<file path="src/rtl/branch_target_buffer_if.sv">
// IF/EX-side signal bundle between the RV32I pipeline and the branch target buffer.
interface branch_target_buffer_if;
  logic [31:0] PCF;
  logic        PredictTakenF;
  logic [31:0] PredictedTargetF;
  logic [2:0]  BranchTypeE;
  logic        BranchE;
  logic [31:0] PCE;
  logic [31:0] BranchTargetE;
  logic        PredictedTakenE;
  logic [31:0] PredictedTargetE;
  logic        MispredictE;
  logic [31:0] RecoveryPCE;
  logic [31:0] BranchCountS;
  logic [31:0] MispredictCountS;

  modport master (
    output PCF, BranchTypeE, BranchE, PCE, BranchTargetE, PredictedTakenE, PredictedTargetE,
    input  PredictTakenF, PredictedTargetF, MispredictE, RecoveryPCE, BranchCountS, MispredictCountS
  );

  modport slave (
    input  PCF, BranchTypeE, BranchE, PCE, BranchTargetE, PredictedTakenE, PredictedTargetE,
    output PredictTakenF, PredictedTargetF, MispredictE, RecoveryPCE, BranchCountS, MispredictCountS
  );
endinterface

</file>
<file path="src/rtl/branch_target_buffer.sv">
// Direct-mapped BTB with 2-bit saturating direction counters; combinational IF lookup, EX training.
// Optional statistics counters are enabled by defining BTB_STATS_EN.
module branch_target_buffer #(
  parameter int INDEX_W = 4
) (
  input  logic                  clk,
  input  logic                  rst,
  branch_target_buffer_if.slave btb
);
  localparam int TAG_W   = 30 - INDEX_W;
  localparam int ENTRIES = 1 << INDEX_W;
  localparam logic [2:0] NOBRANCH = 3'd0;

  logic              valid_q  [ENTRIES];
  logic [TAG_W-1:0]  tag_q    [ENTRIES];
  logic [31:0]       target_q [ENTRIES];
  logic [1:0]        ctr_q    [ENTRIES];

  function automatic logic [1:0] sat_inc(input logic [1:0] c);
    return (c == 2'b11) ? c : c + 2'b01;
  endfunction

  function automatic logic [1:0] sat_dec(input logic [1:0] c);
    return (c == 2'b00) ? c : c - 2'b01;
  endfunction

  logic [INDEX_W-1:0] idx_f, idx_e;
  logic [TAG_W-1:0]   tag_f, tag_e;
  logic               hit_f, hit_e, upd_e, mispredict_e;
  logic [31:0]        pc_plus4_e;
  logic               unused_pc_lsbs;

  assign idx_f = btb.PCF[INDEX_W+1:2];
  assign tag_f = btb.PCF[31:INDEX_W+2];
  assign idx_e = btb.PCE[INDEX_W+1:2];
  assign tag_e = btb.PCE[31:INDEX_W+2];
  assign unused_pc_lsbs = ^btb.PCF[1:0];

  assign hit_f = valid_q[idx_f] && (tag_q[idx_f] == tag_f);
  assign hit_e = valid_q[idx_e] && (tag_q[idx_e] == tag_e);

  assign btb.PredictTakenF    = hit_f && ctr_q[idx_f][1] && !rst;
  assign btb.PredictedTargetF = btb.PredictTakenF ? target_q[idx_f] : 32'd0;

  // Bubbles flushed out of EX carry NOBRANCH and must never train or flag.
  assign upd_e      = (btb.BranchTypeE != NOBRANCH) && !rst;
  assign pc_plus4_e = btb.PCE + 32'd4;

  assign mispredict_e = upd_e &&
                        ((btb.BranchE != btb.PredictedTakenE) ||
                         (btb.BranchE && btb.PredictedTakenE &&
                          (btb.PredictedTargetE != btb.BranchTargetE)));
  assign btb.MispredictE = mispredict_e;
  assign btb.RecoveryPCE = (btb.BranchE && !rst) ? btb.BranchTargetE : pc_plus4_e;

  always_ff @(posedge clk) begin
    if (rst) begin
      for (int i = 0; i < ENTRIES; i++) begin
        valid_q[i]  <= 1'b0;
        tag_q[i]    <= '0;
        target_q[i] <= 32'd0;
        ctr_q[i]    <= 2'b01;
      end
    end else if (upd_e) begin
      if (hit_e) begin
        if (btb.BranchE) begin
          ctr_q[idx_e]    <= sat_inc(ctr_q[idx_e]);
          target_q[idx_e] <= btb.BranchTargetE;
        end else begin
          ctr_q[idx_e] <= sat_dec(ctr_q[idx_e]);
        end
      end else if (btb.BranchE) begin
        // Taken miss allocates, evicting whatever aliased into this slot.
        valid_q[idx_e]  <= 1'b1;
        tag_q[idx_e]    <= tag_e;
        target_q[idx_e] <= btb.BranchTargetE;
        ctr_q[idx_e]    <= 2'b10;
      end
    end
  end

`ifdef BTB_STATS_EN
  logic [31:0] branch_cnt_q, mispredict_cnt_q;

  always_ff @(posedge clk) begin
    if (rst) begin
      branch_cnt_q     <= 32'd0;
      mispredict_cnt_q <= 32'd0;
    end else begin
      if (upd_e && (branch_cnt_q != 32'hFFFF_FFFF))
        branch_cnt_q <= branch_cnt_q + 32'd1;
      if (mispredict_e && (mispredict_cnt_q != 32'hFFFF_FFFF))
        mispredict_cnt_q <= mispredict_cnt_q + 32'd1;
    end
  end

  assign btb.BranchCountS     = branch_cnt_q;
  assign btb.MispredictCountS = mispredict_cnt_q;
`else
  assign btb.BranchCountS     = 32'd0;
  assign btb.MispredictCountS = 32'd0;
`endif
endmodule

</file>
<file path="src/flat_wrapper.sv">
// flat-port wrapper written by rule: the top's interface ports become plain ports
module branch_target_buffer_flat 
#(
  parameter int INDEX_W = 4
)
  (clk, rst, btb_PCF, btb_BranchTypeE, btb_BranchE, btb_PCE, btb_BranchTargetE, btb_PredictedTakenE, btb_PredictedTargetE, btb_PredictTakenF, btb_PredictedTargetF, btb_MispredictE, btb_RecoveryPCE, btb_BranchCountS, btb_MispredictCountS);
  branch_target_buffer_if btb_i ();
  input  logic clk;
  input  logic rst;
  input wire logic [$bits(btb_i.PCF)-1:0] btb_PCF;
  input wire logic [$bits(btb_i.BranchTypeE)-1:0] btb_BranchTypeE;
  input wire logic [$bits(btb_i.BranchE)-1:0] btb_BranchE;
  input wire logic [$bits(btb_i.PCE)-1:0] btb_PCE;
  input wire logic [$bits(btb_i.BranchTargetE)-1:0] btb_BranchTargetE;
  input wire logic [$bits(btb_i.PredictedTakenE)-1:0] btb_PredictedTakenE;
  input wire logic [$bits(btb_i.PredictedTargetE)-1:0] btb_PredictedTargetE;
  output wire logic [$bits(btb_i.PredictTakenF)-1:0] btb_PredictTakenF;
  output wire logic [$bits(btb_i.PredictedTargetF)-1:0] btb_PredictedTargetF;
  output wire logic [$bits(btb_i.MispredictE)-1:0] btb_MispredictE;
  output wire logic [$bits(btb_i.RecoveryPCE)-1:0] btb_RecoveryPCE;
  output wire logic [$bits(btb_i.BranchCountS)-1:0] btb_BranchCountS;
  output wire logic [$bits(btb_i.MispredictCountS)-1:0] btb_MispredictCountS;
  assign btb_i.PCF = btb_PCF;
  assign btb_i.BranchTypeE = btb_BranchTypeE;
  assign btb_i.BranchE = btb_BranchE;
  assign btb_i.PCE = btb_PCE;
  assign btb_i.BranchTargetE = btb_BranchTargetE;
  assign btb_i.PredictedTakenE = btb_PredictedTakenE;
  assign btb_i.PredictedTargetE = btb_PredictedTargetE;
  assign btb_PredictTakenF = btb_i.PredictTakenF;
  assign btb_PredictedTargetF = btb_i.PredictedTargetF;
  assign btb_MispredictE = btb_i.MispredictE;
  assign btb_RecoveryPCE = btb_i.RecoveryPCE;
  assign btb_BranchCountS = btb_i.BranchCountS;
  assign btb_MispredictCountS = btb_i.MispredictCountS;
  branch_target_buffer #(.INDEX_W(INDEX_W)) u_core (.clk(clk), .rst(rst), .btb(btb_i));
endmodule
</file>
<file path="config.mk">
export PLATFORM = sky130hd
export DESIGN_NAME = branch_target_buffer_flat
export DESIGN_NICKNAME = d
export VERILOG_FILES = /design/src/rtl/branch_target_buffer_if.sv /design/src/rtl/branch_target_buffer.sv /design/src/flat_wrapper.sv
export SDC_FILE = /design/constraint.sdc
export NUM_CORES = 2
export LEC_CHECK = 0
export ABC_AREA = 1
export CORE_MARGIN = 2
export CORE_UTILIZATION = 55
export DETAILED_ROUTE_END_ITERATION = 10
export PLACE_DENSITY = 0.77
export SYNTH_ARGS = -nofsm -noshare
export SYNTH_HDL_FRONTEND = slang
export SYNTH_SLANG_ARGS = --single-unit
export TNS_END_PERCENT = 50
</file>
<file path="constraint.sdc">
create_clock -name clk -period 3.9 [get_ports clk]
set_input_delay 0.975 -clock clk [delete_from_list [all_inputs] [get_ports clk]]
set_output_delay 0.975 -clock clk [all_outputs]
set_load 0.03 [all_outputs]
</file>
After elaboration in Yosys (flattened, before gate mapping)
Memories as Yosys holds them, arrays and structs flattened.
Cells that the tools add are included.
{"block": "totals", "reg_bits": 0, "latchBits": 0, "ramBits": 976, "mem_bits_ro": 0, "in_bits": 135, "wordCells": 67, "mem_count": 4}
{"block": "op_classes", "addsub": 3, "mul": 0, "n_div": 0, "order_cmp": 0, "n_eq_ne": 5, "shift": 0, "n_mux": 35, "bitwise_logic": 3, "n_reduce_logical": 17}
{"name": "u_core.target_q", "words": 16, "word_bits": 32, "read_ports": 1, "rd_ports_with_merged_regs": 0, "wr": 16, "line_no": "branch_target_buffer.sv:16", "source": "logic [31:0] target_q [ENTRIES];"}
{"name": "u_core.tag_q", "words": 16, "word_bits": 26, "read_ports": 2, "rd_ports_with_merged_regs": 0, "wr": 16, "line_no": "branch_target_buffer.sv:15", "source": "logic [TAG_W-1:0] tag_q [ENTRIES];"}
{"name": "u_core.ctr_q", "words": 16, "word_bits": 2, "read_ports": 2, "rd_ports_with_merged_regs": 0, "wr": 16, "line_no": "branch_target_buffer.sv:17", "source": "logic [1:0] ctr_q [ENTRIES];"}
{"name": "u_core.valid_q", "words": 16, "word_bits": 1, "read_ports": 2, "rd_ports_with_merged_regs": 0, "wr": 16, "line_no": "branch_target_buffer.sv:14", "source": "logic valid_q [ENTRIES];"}
{"op": "2-to-1 mux 32 bit", "n": 4}
{"op": "== test 26 bit", "n": 2}
{"op": "adder 32 x 3 -> 32 bit (second input constant)", "n": 1}
{"op": "inequality test 32 bit", "n": 1}
{"op": "OR reduction 32 bit", "n": 1}
{"op": "2-to-1 mux 26 bit", "n": 1}
{"op": "OR reduction 26 bit", "n": 1}
{"op": "2-to-1 mux 1 bit", "n": 21}
{"op": "2-to-1 mux 4 bit", "n": 4}
{"op": "2-to-1 mux 2 bit", "n": 5}
{"op": "logical AND 1 bit", "n": 9}
{"op": "OR 1 bit", "n": 3}
{"op": "nonzero test 3 bit", "n": 1}
{"op": "adder 2 x 1 -> 2 bit (second input constant)", "n": 1}
{"op": "== test 2 bit (second input constant)", "n": 1}
{"op": "logical NOT 2 bit", "n": 1}
{"op": "OR reduction 2 bit", "n": 1}
{"op": "subtractor 2 x 1 -> 2 bit (second input constant)", "n": 1}
{"op": "logical NOT 1 bit", "n": 1}
{"op": "logical OR 1 bit", "n": 1}
{"op": "inequality test 1 bit", "n": 1}
{"op": "OR reduction 1 bit", "n": 1}

Depth between registers and ports, before layout
An unclocked memory read counts as a cell.
{"block": "depth", "ltp_word": 11, "depth_mapped": 23, "depth_no_buf": 20}

Worst setup path before layout
OpenSTA, ideal clock, no wires.
{"block": "synth_timing", "path_kind": "input to output", "start": "input port btb_PCF[3]", "end": "output port btb_PredictedTargetF[10]", "arrival_time_ps": 3467, "required_ps": 2925, "path_slack_ps": -542, "path_stages": 12, "path_buffers": 4, "path_cell_list": "buf_2 clkbuf_1 buf_1 o21ai_0 a21oi_1 o211ai_1 nand2_1 xnor2_1 nand4_1 nand3b_1 clkbuf_1 nor3b_1"}
{"block": "synth_between", "elab_chain_len": 6}
{"element": "start, declared", "line_no": "flat_wrapper.sv:10", "source": "input wire logic [$bits(btb_i.PCF)-1:0] btb_PCF;"}
{"element": "memory read (16 x 26 bit)"}
{"element": "== test 26 bit", "line_no": "branch_target_buffer.sv:39", "source": "assign hit_f = valid_q[idx_f] && (tag_q[idx_f] == tag_f);"}
{"element": "logical AND 1 bit", "line_no": "branch_target_buffer.sv:39"}
{"element": "logical AND 1 bit (2 in series)", "line_no": "branch_target_buffer.sv:42", "source": "assign btb.PredictTakenF = hit_f && ctr_q[idx_f][1] && !rst;"}
{"element": "2-to-1 mux 32 bit (*)", "line_no": "branch_target_buffer.sv:43", "source": "assign btb.PredictedTargetF = btb.PredictTakenF ? target_q[idx_f] : 32'd0;"}
{"element": "end, declared", "line_no": "flat_wrapper.sv:18", "source": "output wire logic [$bits(btb_i.PredictedTargetF)-1:0] btb_PredictedTargetF;"}
Mark *: on every way between the ends. The rest lies on a longest branch, timed or not.

Worst setup path after layout
{"block": "layout_timing", "start": "input port btb_PCF[2]", "end": "output port btb_PredictedTargetF[22]"}
Same word-level chain as after synthesis.

==> impl_results.html <==
<table>
<tr><th>Metric</th><th>Value</th></tr>
<tr><th colspan="2">Worst hold path</th></tr>
<tr><td>Hold endpoint</td><td>u_core.valid_q[11]</td></tr>
<tr><td>Worst Hold Depth</td><td>2</td></tr>
<tr><td>Hold path startpoint</td><td>u_core.valid_q[11]</td></tr>
<tr><td>Hold crit path type</td><td>reg -&gt; reg</td></tr>
<tr><th colspan="2">STA</th></tr>
<tr><td>Unrepaired setup endpoints after global routing</td><td>true</td></tr>
<tr><td>Worst hold slack across all endpoints</td><td>0.482 ns</td></tr>
<tr><td>Setup TNS after final layout</td><td>-24.30 ns</td></tr>
<tr><td>Max-Slew Margin vs Limit</td><td>33.0%</td></tr>
<tr><td>Final min period</td><td>4.63 ns</td></tr>
<tr><td>Final Hold Vio Count</td><td>0</td></tr>
<tr><td>Period utilization</td><td>119%</td></tr>
<tr><td>Fin Clk Skew</td><td>0.0459 ns</td></tr>
<tr><td>Count of final setup violators</td><td>79</td></tr>
<tr><td>Transition time at the pin with the least slew margin</td><td>1.01 ns</td></tr>
<tr><td>Max Freq</td><td>216 MHz</td></tr>
<tr><td>Final Slew Violations</td><td>0</td></tr>
<tr><td>Min setup slack post-route</td><td>-0.732 ns</td></tr>
<tr><th colspan="2">Logic synthesis</th></tr>
<tr><td>Post-synthesis average cell area</td><td>8.71 um2</td></tr>
<tr><td>Prevailing post-synth register cell</td><td>edfxtp_1</td></tr>
<tr><td>Warnings from Yosys</td><td>0</td></tr>
<tr><td>Post-synthesis instance total</td><td>5841</td></tr>
<tr><td>Proportion of register bits with asynchronous set or reset after synthesis</td><td>0%</td></tr>
<tr><td>Number of different library cells in the post-synthesis netlist</td><td>44</td></tr>
<tr><td>Proportion of synthesized chip area in sequential cells</td><td>57.3%</td></tr>
<tr><td>Post-synth EDFFs</td><td>960</td></tr>
<tr><td>Netlist Area Pre-Place</td><td>50900 um2</td></tr>
<tr><td>Synthesized flop and latch total</td><td>976</td></tr>
<tr><th colspan="2">Run status</th></tr>
<tr><td>Result of the run</td><td>complete, but fails checks</td></tr>
<tr><td>Violated checks</td><td>negative setup slack</td></tr>
<tr><th colspan="2">Pwr</th></tr>
<tr><td>Sw Pwr</td><td>0.00716 W</td></tr>
<tr><td>Leakage power</td><td>26.4 nW</td></tr>
<tr><td>Internal cell power</td><td>0.0191 W</td></tr>
<tr><td>Pwr Density</td><td>411 nW/um2</td></tr>
<tr><td>Share of total power consumed by net switching</td><td>27.3%</td></tr>
<tr><td>Portion of total power attributed to sequential cells</td><td>46.8%</td></tr>
<tr><td>Combinational cell fraction of total power</td><td>15.6%</td></tr>
<tr><td>Relative contribution of the clock network to total power</td><td>37.7%</td></tr>
<tr><td>Maximum ir drop on the vdd rail</td><td>394 uV</td></tr>
<tr><th colspan="2">Global route</th></tr>
<tr><td>Number of global-route vias before repair</td><td>46300</td></tr>
<tr><td>Remaining Overflow, GRT</td><td>0</td></tr>
<tr><td>Met3 track utilization from global routing</td><td>12.9%</td></tr>
<tr><td>Maximum number of pins on one net before global-route repair</td><td>138</td></tr>
<tr><td>Global-route wire length before repair</td><td>278000 um</td></tr>
<tr><td>Number of antenna violations at the first check in global routing</td><td>5</td></tr>
<tr><td>Most heavily used metal layer in global routing</td><td>met2</td></tr>
<tr><td>Met1 track demand over resource</td><td>49.9%</td></tr>
<tr><td>Global routing usage summed across all routing layers</td><td>39.4%</td></tr>
<tr><td>Met2 routing resource usage after global routing</td><td>57.7%</td></tr>
<tr><th colspan="2">Worst setup path</th></tr>
<tr><td>Crit Path Category</td><td>in -&gt; out</td></tr>
<tr><td>Reg2reg setup slack</td><td>0.77 ns</td></tr>
<tr><td>Crit path max-delay family</td><td>buffers and inverters</td></tr>
<tr><td>Highest net fanout along the worst path</td><td>8</td></tr>
<tr><td>CP Data Arrival Time</td><td>3.66 ns</td></tr>
<tr><td>Cell chain of the critical path</td><td>buf_16, buf_16, clkbuf_16, clkbuf_16, a21oi_1, o21ai_4, nand3_2, nand3_2, o21ai_4, xor2_2, nor3_2, nand3b_1, buf_12, buf_16, nor3b_4, buf_12</td></tr>
<tr><td>Crit path capture type</td><td>output pin</td></tr>
<tr><td>Critical path depth</td><td>16</td></tr>
<tr><td>Bufs and invs on worst path</td><td>7</td></tr>
<tr><td>Reg2Reg Capture Point</td><td>u_core.tag_q[6][17]</td></tr>
<tr><td>Cell with the most instances on the worst path</td><td>buf_16</td></tr>
<tr><td>Highest cell delay on the worst timing path</td><td>0.30 ns</td></tr>
<tr><td>Worst-case reg-to-reg path depth</td><td>15</td></tr>
<tr><td>Critical path data required time</td><td>2.92 ns</td></tr>
<tr><td>CP Launch Type</td><td>input port</td></tr>
<tr><td>Startpoint of the worst register-to-register path</td><td>u_core.tag_q[10][4]</td></tr>
<tr><td>Standard cell with the maximum stage delay on the critical path</td><td>a21oi_1</td></tr>
<tr><th colspan="2">Cells and area</th></tr>
<tr><td>Share of cells above drive strength 1</td><td>16.4%</td></tr>
<tr><td>Number of antenna diodes</td><td>0</td></tr>
<tr><td>Post-route cell area</td><td>64000 um2</td></tr>
<tr><td>Commonest non-fill, non-tap cell in the layout</td><td>nor2_1</td></tr>
<tr><td>Filler cell count</td><td>6295</td></tr>
<tr><td>Relative area change from synthesis to final layout</td><td>25.7%</td></tr>
<tr><td>Most used cells in the layout excluding fill and tap cells</td><td>nor2_1, nand2_1, edfxtp_1</td></tr>
<tr><td>Nets</td><td>6386</td></tr>
<tr><th colspan="2">Detailed routing</th></tr>
<tr><td>Number of antenna-violating nets in the routed design</td><td>0</td></tr>
<tr><td>Post-detailed-route via-to-cell ratio</td><td>6.43</td></tr>
<tr><td>Remaining DRCs</td><td>0</td></tr>
<tr><td>Average wire per cell in the routed design</td><td>25.9 um</td></tr>
<tr><td>Post-Route WL</td><td>195000 um</td></tr>
<tr><td>Via count</td><td>48300</td></tr>
<tr><td>Detailed-routing iteration count for the pre-antenna-repair pass</td><td>10</td></tr>
<tr><td>Detailed router's first-iteration violation count</td><td>9208</td></tr>
<tr><th colspan="2">Clocking</th></tr>
<tr><td>Worst-path clk slew</td><td>0.06 ns</td></tr>
<tr><td>Cell chosen for the clock root</td><td>clkbuf_16</td></tr>
<tr><td>Clock buffer depth</td><td>3</td></tr>
<tr><td>TritonCTS clock tree</td><td>yes</td></tr>
<tr><td>Clock buffers created by TritonCTS</td><td>100</td></tr>
<tr><td>Worst skew pair latency</td><td>0.72 ns</td></tr>
<tr><td>Clock tree sinks</td><td>976</td></tr>
<tr><td>Number of H-tree levels</td><td>3</td></tr>
<tr><th colspan="2">Place</th></tr>
<tr><td>Cell area after placement</td><td>58200 um2</td></tr>
<tr><td>GP Congestion</td><td>0.994</td></tr>
<tr><td>DP HPWL</td><td>115000 um</td></tr>
<tr><td>IO Port Bufs</td><td>198</td></tr>
<tr><th colspan="2">Die</th></tr>
<tr><td>Cell row count</td><td>111</td></tr>
<tr><td>Die X</td><td>308 um</td></tr>
<tr><td>Core region area</td><td>91700 um2</td></tr>
<tr><td>Top-level I/O count</td><td>265</td></tr>
<tr><td>Die footprint</td><td>95000 um2</td></tr>
<tr><td>Initial Util</td><td>55.5%</td></tr>
<tr><td>Height of the die</td><td>308 um</td></tr>
<tr><th colspan="2">Run</th></tr>
<tr><td>Number of max-cap violations</td><td>0</td></tr>
</table>
per-stage QoR:
step / power (W) / util, % / cells / setup WS (ns)
finish: 0.0263 / 69.8 / 7513 / -0.732
global route: 0.0268 / 69.8 / 7513 / -0.747
CTS: 0.0258 / 68.8 / 7492 / -0.554
detailed placement: 0.0161 / 63.5 / 7248 / -1.12
global placement: 0.0160 / 63.5 / 7248 / -1.12
floorplan: 0.0144 / - / 5904 / -0.123
how the worst max path moves through the flow:
stage                    start                       end
floorplan           btb_PCE[3]       btb_RecoveryPCE[29]
global placement    btb_PCE[4]       btb_RecoveryPCE[30]
detailed placement  btb_PCE[5]       btb_RecoveryPCE[30]
CTS                 btb_PCF[2]  btb_PredictedTargetF[22]
global route        btb_PCF[2]   btb_PredictedTargetF[9]
finish              btb_PCF[2]  btb_PredictedTargetF[22]
sequential cells by signal, indices dropped and copies added, names as in the netlist:
signal and count:
u_core.target_q 512, u_core.valid_q 16, u_core.ctr_q 32, u_core.tag_q 416
worst reg2reg max path, cell delays in order, from the launching register on:
cell and delay, ns:
edfxtp_1 0.42, o211ai_1 0.27, nand2_1 0.11, nand2_1 0.08, nand2_1 0.06, o21ai_0 0.27
nand2_1 0.18, nand2_1 0.12, nor2_1 0.06, nand2_1 0.26, nor2_2 0.11, nand2_4 0.14
buf_12 0.17, nand2_4 0.09, nand2_1 0.20, buf_12 0.24
synthesized netlist by cell type (31+ instances only):
cell type	instances	area [um2]
buf_2	94	470
nand3_1	263	1320
o211ai_1	53	398
buf_1	60	225
a221oi_1	123	1080
buf_4	82	616
a21oi_1	465	2330
xnor2_1	31	272
clkinv_1	52	195
o21ai_0	414	2070
inv_1	388	1460
nand2_1	1158	4350
clkbuf_1	280	1050
nor3b_1	32	240
nor2_1	1216	4560
edfxtp_1	960	28800
metal layers:
layer | vias to the layer above | part of all wire (%)
met5 | - | 0.023
met4 | 6 | 7.6
met3 | 1073 | 18
met2 | 4707 | 43
met1 | 22200 | 32
li1 | 20300 | -
cells by family after synthesis:
family          after synthesis  synth area share [%]
simple gates               2733                  21.4
other cells                   1               0.00737
xor+xnor                     58                 0.998
flops                       976                  57.3
fa+ha+maj                     5                 0.123
compound gates             1103                  12.2
buf+inv                     965                  8.01
repair_timing:
action,4_1_cts,5_1_grt
endpoints found under the setup margin,64,959
pin swaps,84,115
resized for setup,251,177
buffers inserted,51,21
gates cloned,13,13
hold buffers,0,0
layout make-up:
class / count / area [um2] / share of cell area, %
sequential: 976 / 29100 / 45.6
multi-input combinational: 3963 / 19200 / 30.0
timing repair buffer: 761 / 9100 / 14.2
clock buffer: 120 / 2580 / 4.03
inverter: 444 / 1710 / 2.68
tap: 1186 / 1480 / 2.32
clock inverter: 63 / 744 / 1.16
power by group through the flow:
| stage | clock network (W) | logic (W) | registers [W] |
|---|---|---|---|
| 2_1_floorplan | 0 | 0.00199 | 0.0124 |
| 3_3_place_gp | 0 | 0.00352 | 0.0125 |
| 3_5_place_dp | 0 | 0.00360 | 0.0125 |
| 4_1_cts | 0.00980 | 0.00377 | 0.0123 |
| 5_1_grt | 0.0102 | 0.00425 | 0.0123 |
| 6_report | 0.00989 | 0.00409 | 0.0123 |
No activity file was read; power rests on OpenSTA's default activity.
